<file path="src/rtl/version_responder.sv">
// Build identity constants and the byte-stream responder that reports them.
// Answers a version query with a 14-byte framed record and a ping with a 3-byte frame.

package version_pkg;
  localparam logic [7:0]  MAJOR  = 8'h00;
  localparam logic [7:0]  MINOR  = 8'h00;
  localparam logic [7:0]  PATCH  = 8'h00;
  localparam logic [7:0]  BUILD  = 8'h36;
  localparam logic [15:0] YEAR   = 16'h2025;
  localparam logic [7:0]  MONTH  = 8'h11;
  localparam logic [7:0]  DAY    = 8'h05;
  localparam logic [7:0]  HOUR   = 8'h18;
  localparam logic [7:0]  MINUTE = 8'h54;
  localparam logic [7:0]  SECOND = 8'h41;
endpackage

module version_responder #(
  parameter logic [7:0] HEADER      = 8'hA5,
  parameter logic [7:0] CMD_VERSION = 8'h56,
  parameter logic [7:0] CMD_PING    = 8'h50
) (
  input  logic       clk,
  input  logic       rst_n,
  input  logic [7:0] rx_data,
  input  logic       rx_valid,
  output logic [7:0] tx_data,
  output logic       tx_valid,
  input  logic       tx_ready,
  output logic       busy,
  output logic       req_dropped
);
  import version_pkg::*;

  typedef enum logic {IDLE, SEND} state_t;

  state_t     state_q, state_d;
  logic       is_ping_q, is_ping_d;
  logic [3:0] idx_q, idx_d;
  logic [7:0] chk_q, chk_d;
  logic [7:0] tx_data_q, tx_data_d;
  logic       tx_valid_q, tx_valid_d;
  logic       pend_valid_q, pend_valid_d;
  logic       pend_ping_q, pend_ping_d;
  logic       drop_q, drop_d;

  logic       cmd_hit;
  logic       cmd_is_ping;
  logic       hs;
  logic [3:0] last_idx;
  logic [3:0] nxt_idx;
  logic [7:0] chk_next;

  // Payload bytes by index; the checksum byte is supplied from the accumulator instead.
  function automatic logic [7:0] byte_at(input logic ping, input logic [3:0] idx);
    logic [7:0] b;
    b = 8'h00;
    if (ping) begin
      if (idx == 4'd1) b = CMD_PING;
    end else begin
      case (idx)
        4'd1:    b = CMD_VERSION;
        4'd2:    b = MAJOR;
        4'd3:    b = MINOR;
        4'd4:    b = PATCH;
        4'd5:    b = BUILD;
        4'd6:    b = YEAR[15:8];
        4'd7:    b = YEAR[7:0];
        4'd8:    b = MONTH;
        4'd9:    b = DAY;
        4'd10:   b = HOUR;
        4'd11:   b = MINUTE;
        4'd12:   b = SECOND;
        default: b = 8'h00;
      endcase
    end
    return b;
  endfunction

  always_comb begin
    state_d      = state_q;
    is_ping_d    = is_ping_q;
    idx_d        = idx_q;
    chk_d        = chk_q;
    tx_data_d    = tx_data_q;
    tx_valid_d   = tx_valid_q;
    pend_valid_d = pend_valid_q;
    pend_ping_d  = pend_ping_q;
    drop_d       = drop_q;

    cmd_is_ping = (rx_data == CMD_PING);
    cmd_hit     = rx_valid && ((rx_data == CMD_VERSION) || cmd_is_ping);
    hs          = (state_q == SEND) && tx_valid_q && tx_ready;
    last_idx    = is_ping_q ? 4'd2 : 4'd13;
    nxt_idx     = idx_q + 4'd1;
    // The header (index 0) is excluded from the checksum.
    chk_next    = (idx_q != 4'd0) ? (chk_q ^ tx_data_q) : chk_q;

    case (state_q)
      IDLE: begin
        if (cmd_hit) begin
          state_d    = SEND;
          is_ping_d  = cmd_is_ping;
          idx_d      = 4'd0;
          chk_d      = 8'h00;
          tx_data_d  = HEADER;
          tx_valid_d = 1'b1;
        end
      end
      SEND: begin
        if (hs && (idx_q == last_idx)) begin
          if (pend_valid_q) begin
            is_ping_d    = pend_ping_q;
            idx_d        = 4'd0;
            chk_d        = 8'h00;
            tx_data_d    = HEADER;
            pend_valid_d = cmd_hit;
            pend_ping_d  = cmd_is_ping;
          end else if (cmd_hit) begin
            // A command colliding with the final handshake starts without a gap.
            is_ping_d = cmd_is_ping;
            idx_d     = 4'd0;
            chk_d     = 8'h00;
            tx_data_d = HEADER;
          end else begin
            state_d    = IDLE;
            tx_valid_d = 1'b0;
            idx_d      = 4'd0;
          end
        end else begin
          if (hs) begin
            idx_d     = nxt_idx;
            chk_d     = chk_next;
            tx_data_d = (nxt_idx == last_idx) ? chk_next : byte_at(is_ping_q, nxt_idx);
          end
          if (cmd_hit) begin
            if (pend_valid_q) begin
              drop_d = 1'b1;
            end else begin
              pend_valid_d = 1'b1;
              pend_ping_d  = cmd_is_ping;
            end
          end
        end
      end
      default: state_d = IDLE;
    endcase
  end

  always_ff @(posedge clk) begin
    if (!rst_n) begin
      state_q      <= IDLE;
      is_ping_q    <= 1'b0;
      idx_q        <= 4'd0;
      chk_q        <= 8'h00;
      tx_data_q    <= 8'h00;
      tx_valid_q   <= 1'b0;
      pend_valid_q <= 1'b0;
      pend_ping_q  <= 1'b0;
      drop_q       <= 1'b0;
    end else begin
      state_q      <= state_d;
      is_ping_q    <= is_ping_d;
      idx_q        <= idx_d;
      chk_q        <= chk_d;
      tx_data_q    <= tx_data_d;
      tx_valid_q   <= tx_valid_d;
      pend_valid_q <= pend_valid_d;
      pend_ping_q  <= pend_ping_d;
      drop_q       <= drop_d;
    end
  end

  assign tx_data     = tx_data_q;
  assign tx_valid    = tx_valid_q;
  assign busy        = (state_q == SEND) | pend_valid_q;
  assign req_dropped = drop_q;

endmodule

</file>
<file path="config.mk">
export PLATFORM = sky130hd
export DESIGN_NAME = version_responder
export DESIGN_NICKNAME = d
export VERILOG_FILES = /design/src/rtl/version_responder.sv
export SDC_FILE = /design/constraint.sdc
export NUM_CORES = 1
export LEC_CHECK = 0
export ABC_CLOCK_PERIOD_IN_PS = 2000
export CAP_MARGIN = 20
export CORE_AREA = 2 2 81 83
export CTS_CLUSTER_DIAMETER = 50
export DETAILED_ROUTE_END_ITERATION = 12
export DIE_AREA = 0 0 83 85
export PLACE_DENSITY_LB_ADDON = 0.08
export SYNTH_ARGS = -nofsm -noshare
export SYNTH_HDL_FRONTEND = slang
export SYNTH_SLANG_ARGS = --single-unit
</file>
<file path="constraint.sdc">
create_clock -name clk -period 2 [get_ports clk]
set_clock_uncertainty 0.15 [all_clocks]
set_input_delay 0.4 -clock clk [delete_from_list [all_inputs] [get_ports clk]]
set_output_delay 0.4 -clock clk [all_outputs]
set_load 0.05 [all_outputs]
</file>
; ---- Word-level counts from Yosys, hierarchy flattened
; Memory sizes are Yosys's and may differ from the RTL's.
; Index checks and enable logic that the tools add are counted.
[op_classes]
addsub = 1
n_mul = 0
div_mod_pow = 0
magnitude_cmp = 0
n_eq_ne = 12
n_shift = 0
muxes = 38
bitwise = 4
reduce_logical = 12
[ops]
columns = cell, count
row1 = 8-bit 2-to-1 mux, 11
row2 = 8-bit case mux with 2 select lines, 2
row3 = "8-bit by 7-bit == test with 1-bit output, second input constant", 2
row4 = 1-bit 2-to-1 mux, 16
row5 = 4-bit 2-to-1 mux, 4
row6 = 4-bit AND reduction, 3
row7 = 4-bit == test, 2
row8 = "2-bit != test, second input constant", 4
row9 = 4-bit case mux with 2 select lines, 1
row10 = 8-bit XOR, 1
row11 = 7-bit 2-to-1 mux, 1
row12 = 1-bit case mux with 2 select lines, 3
row13 = "4-bit by 1-bit adder with 4-bit output, second input constant", 1
row14 = "4-bit by 1-bit == test with 1-bit output, second input constant", 1
row15 = 1-bit logical AND, 4
row16 = "2-bit by 1-bit != test with 1-bit output, second input constant", 2
row17 = 2-bit AND reduction, 2
row18 = 4-bit nonzero test, 1
row19 = "3-bit by 1-bit != test with 1-bit output, second input constant", 1
row20 = 1-bit NOT, 2
row21 = 2-bit nonzero test, 1
row22 = 1-bit logical OR, 1
row23 = 1-bit bitwise OR, 1
[totals]
reg_bits = 26
latch_bits = 0
mem_bits_rw = 0
romBits = 112
inputBits = 12
out_inout_bits = 11
mem_count = 1
[mem_list]
columns = name, depth, word_bits, rd, rd_clocked_by_memory_dff, write_ports, line_no
row1 = (no name shown), 16, 7, 1, 0, 0, 60  ; case (idx)

; ---- Depth between registers and ports, before layout
[depth]
word_depth = 8
depth_mapped = 9
ltp_nobuf = 8

; ---- Worst setup path after synthesis
; OpenSTA, ideal clock, no wires.
[synth_path]
kind = reg-to-reg
from = reg idx_q[0]
to = reg tx_data_q[2] (netlist: tx_data[2])
setup_ps = 119
t_arrival_ps = 1771
t_required_ps = 1731
path_slack_ps = -40
stages_incl_launch_ff = 10
path_cell_list = dfxtp_1 -> buf_2 -> inv_1 -> ha_1 -> or3b_1 -> buf_4 -> nand2_2 -> xor2_1 -> o21ai_1 -> o221a_1
[synth_via]
elab_chain_cells = 7
[synth_lines]
columns = element, line_no
row1 = from (decl), 38  ; logic [3:0] idx_q, idx_d;
row2 = from (signal assigned), 163  ; idx_q <= idx_d;
row3 = 4-bit by 1-bit adder with 4-bit output, 94  ; nxt_idx = idx_q + 4'd1;
row4 = memory read 16 x 7 bit, n/a
row5 = 8-bit 2-to-1 mux, 57  ; if (ping) begin
row6 = 8-bit 2-to-1 mux, 133  ; tx_data_d = (nxt_idx == last_idx) ? chk_next : byte_at(is_ping_q, nxt_idx);
row7 = 8-bit 2-to-1 mux, 130  ; if (hs) begin
row8 = 8-bit 2-to-1 mux, 110  ; if (hs && (idx_q == last_idx)) begin
row9 = 8-bit case mux with 2 select lines, 98  ; case (state_q)
row10 = to (signal assigned), 165  ; tx_data_q <= tx_data_d;
row11 = to (decl), 40  ; logic [7:0] tx_data_q, tx_data_d;
; Several ways; a longest one is shown, not always the timed one. The select of a mux whose other input is x is not followed.
; A chain may end at the register's enable or synchronous reset.

; ---- Final worst setup path
[layout_path]
from = reg idx_q[1]
to = reg tx_data_q[0] (netlist: tx_data[0])
; Same word-level chain as after synthesis.

==> results.yml <==
worst_setup_path:
  path_delay_family: "simple AND/OR/NAND/NOR gates"
  crit_buf_inv: 2
  worst_ep_arrival_time_ns: 2.05
  critPathMaxFanout: 7
  slowest_stage: "or3b_4"
  setup.worst_path.start: "idx_q[1]$_SDFFE_PN0P_"
  start_kind: "flip-flop"
  critical-path-max-stage-delay_ns: 0.46
  endpoint_kind: "flip-flop"
  crit_required_ns: 2.01
  cp_cell_sequence: "buf_6, inv_8, ha_4, or3b_4, nand2_4, xnor2_4, a221oi_4, nor3_1"
  critical_path_class: "reg -> reg"
  rr_startpoint: "idx_q[1]$_SDFFE_PN0P_"
synth:
  syn_area_sq_mm: 0.00179
  async_flop_share_pct: 0
  postSynthAreaPerCell_sq_um: 8.31
  synth_xor_area_share_pct: 5.32
  seq_area_frac_synth_pct: 29.1
  synth_cells: 215
  synthDistinctLibCells: 59
  yosys.area_share.simple_pct: 23.2
  synth-seq-cells: 26
  synth_fa_ha_area_share_pct: 4.20
  syn_nets: 233
  ys.flop_type: "dfxtp_1"
  synth_top_family_by_area: "compound AO/OA/AOI/OAI gates"
  synth-compound-area-share_pct: 30.0
  muxShareOfSynthArea_pct: 2.38
  yosys_warnings: 0
  synth_edf_count: 0
hold_path:
  hp-start: "chk_q[2]$_SDFFE_PN0P_"
  hp-class: "reg -> reg"
global_routing:
  grt.total_usage_pct: 16.0
  grt_max_degree: 15
  grt_pass1_wl_mm: 9.17
  antenna_found_initial: 0
  grt_pass1_vias: 1801
  gr-total-overflow: 0
final_layout:
  diodes: 0
  drive_gt1_share_pct: 37.8
  final_nets: 302
  finish.utilization_pct: 43.6
  area_growth_pct: 51.5
outcome:
  status: "finished with violations"
  violations: "setup timing"
clock_tree:
  cts_max_path_buffers: 2
  clock_insertion_delay_worst_skew_ns: 0.27
  cts-buffers-inserted: 3
  clkSinkCount: 26
  path_clk_slew_ns: 0.10
  htreeDepth: 1
  cts_hold_buf: 0
  root_buffer: "clkbuf_8"
  cts_tree: "yes"
sta:
  worst_pin_slew_ns: 0.310
  setup_viol_count_final: 1
  setup_slack_ns: -0.0377
  whs_ns: 0.338
  hold_viol: 0
  timing.fmax_mhz: 491
  max_slew_margin_pct: 79.1
  report.final.slew_viol_count: 0
  fin_crit_ns: 2.04
  period_share_pct: 102
  rsz0062_at_grt: "true"
pwr:
  p_sw_share_pct: 22.3
  switchingPower_mw: 0.208
  p_per_area_mw_per_mm2: 345
  p_clk_share_pct: 37.9
  power.internal_mw: 0.726
  power_frac_comb_pct: 6.8
  p_leak_nw: 1.11
  ir_worst_vdd_mv: 0.231
  seq_power_share_pct: 55.3
place:
  place_congestion: 0.783
  dpl.hpwl_mm: 4.17
  port_buffers: 22
floorplanning:
  initial_core_util_pct: 28.8
  dieArea_sq_mm: 0.00706
  rows: 29
  die_w_um: 83
  core-area_sq_mm: 0.00620
  io_pins: 23
  dieHeight_um: 85
route:
  drtIter0Drc: 120
  wl_per_cell_um: 15.7
  routed_via_density: 5.26
  first_pass_iters: 4
  routed_wl_mm: 5.65
  drc_errors: 0
  via_count: 1892
  antenna_left: 0
job:
  maxCapViolCount: 0
metal layers:
layer | GRT usage [%] | vias up | share of wire, %
li1 | - | 951 | -
met1 | 24.0 | 892 | 52
met2 | 24.6 | 45 | 44
met3 | 1.17 | 4 | 4.1
met4 | 4.47 | 0 | 0.71
met5 | 0 | - | 0
path summary, 6_finish.rpt:
kind | end | slack (ns) | cells after the start
worst min register to register | chk_q[2]$_SDFFE_PN0P_ | 0.34 | 1
worst min-delay path | chk_q[2]$_SDFFE_PN0P_ | 0.34 | 1
worst max-delay path | tx_data[0]$_SDFFE_PN0P_ | -0.04 | 8
worst max register to register | tx_data[0]$_SDFFE_PN0P_ | -0.04 | 8
layout by cell type (no fill, tap or decap), types with 4 or more instances in the layout:
cell type         n
clkbuf_8          4
a31oi_1          12
buf_4            58
xnor2_2           4
buf_6             4
o22ai_1           5
inv_1             4
ha_4              4
nand2_1          24
a21oi_1           9
nor2_1           12
o21ai_0          12
dfxtp_1          23
clkdlybuf4s50_1   8
nor3_1           11
nand3_1           6
power groups by stage:
| stage | clock [mW] | combinational, mW | sequential (mW) |
|---|---|---|---|
| floorplan | 0 | 0.0198 | 0.533 |
| finish | 0.354 | 0.0636 | 0.516 |
| CTS | 0.363 | 0.0624 | 0.519 |
| global route | 0.384 | 0.0686 | 0.517 |
| global placement | 0 | 0.0627 | 0.531 |
| detailed placement | 0 | 0.0622 | 0.531 |
cell families (layout without fill, tap and decap cells):
logic type	Yosys count	in the layout
xor gates and xnor gates	10	10
and+or+nand+nor	75	75
AOI/OAI and AO/OA	73	73
DFF	26	26
buffers and inverters	21	89
adders and majority gates	6	6
muxes	4	4
what timing repair did:
item,4_1_cts,5_1_grt
endpoints found under the setup margin,13,15
pin swaps,2,13
resized for setup,19,21
cloned,0,1
setup buffers,0,1
Yosys cell counts, types with 3 or more instances:
cell type / number / area share (%)
buf_4: 3 / 1.3
a21oi_1: 10 / 2.8
buf_2: 4 / 1.1
nand2_1: 27 / 5.7
ha_1: 6 / 4.2
nor2_1: 13 / 2.7
o21ai_0: 13 / 3.6
nand3_1: 6 / 1.7
nor3_1: 11 / 3.1
xnor2_1: 7 / 3.4
inv_1: 7 / 1.5
a31oi_1: 12 / 4.2
dfxtp_1: 26 / 29
a221oi_1: 3 / 1.5
clkbuf_1: 5 / 1.1
o22ai_1: 5 / 1.8
through the flow:
stage                     cell area [sq um]  total power [mW]  setup slack (ns)  setup TNS, ns  cells
after global placement                 2450             0.594            -0.200          -2.78    355
final                                  2710             0.934           -0.0377        -0.0377    360
after detailed placement               2450             0.593            -0.206          -2.99    355
after floorplan                        1790             0.553           0.00123              0    215
after global routing                   2710             0.970            -0.105         -0.431    360
after CTS                              2600             0.945           -0.0138        -0.0228    359
final cells by class:
type	instances	area (sq um)
Fill cell	622	3500
Clock buffer	4	55.1
Inverter	8	42.5
Multi-Input combinational cell	168	1300
Tap cell	77	96.3
Timing Repair Buffer	77	683
Sequential cell	26	529
worst register-to-register path: stages (launching register included):
cell and delay (ns):
dfxtp_4 0.37, buf_6 0.13, inv_8 0.06, ha_4 0.14, or3b_4 0.46, nand2_4 0.12, xnor2_4 0.10, a221oi_4 0.33
nor3_1 0.08
Note: power is estimated with default switching activity, not from simulation.
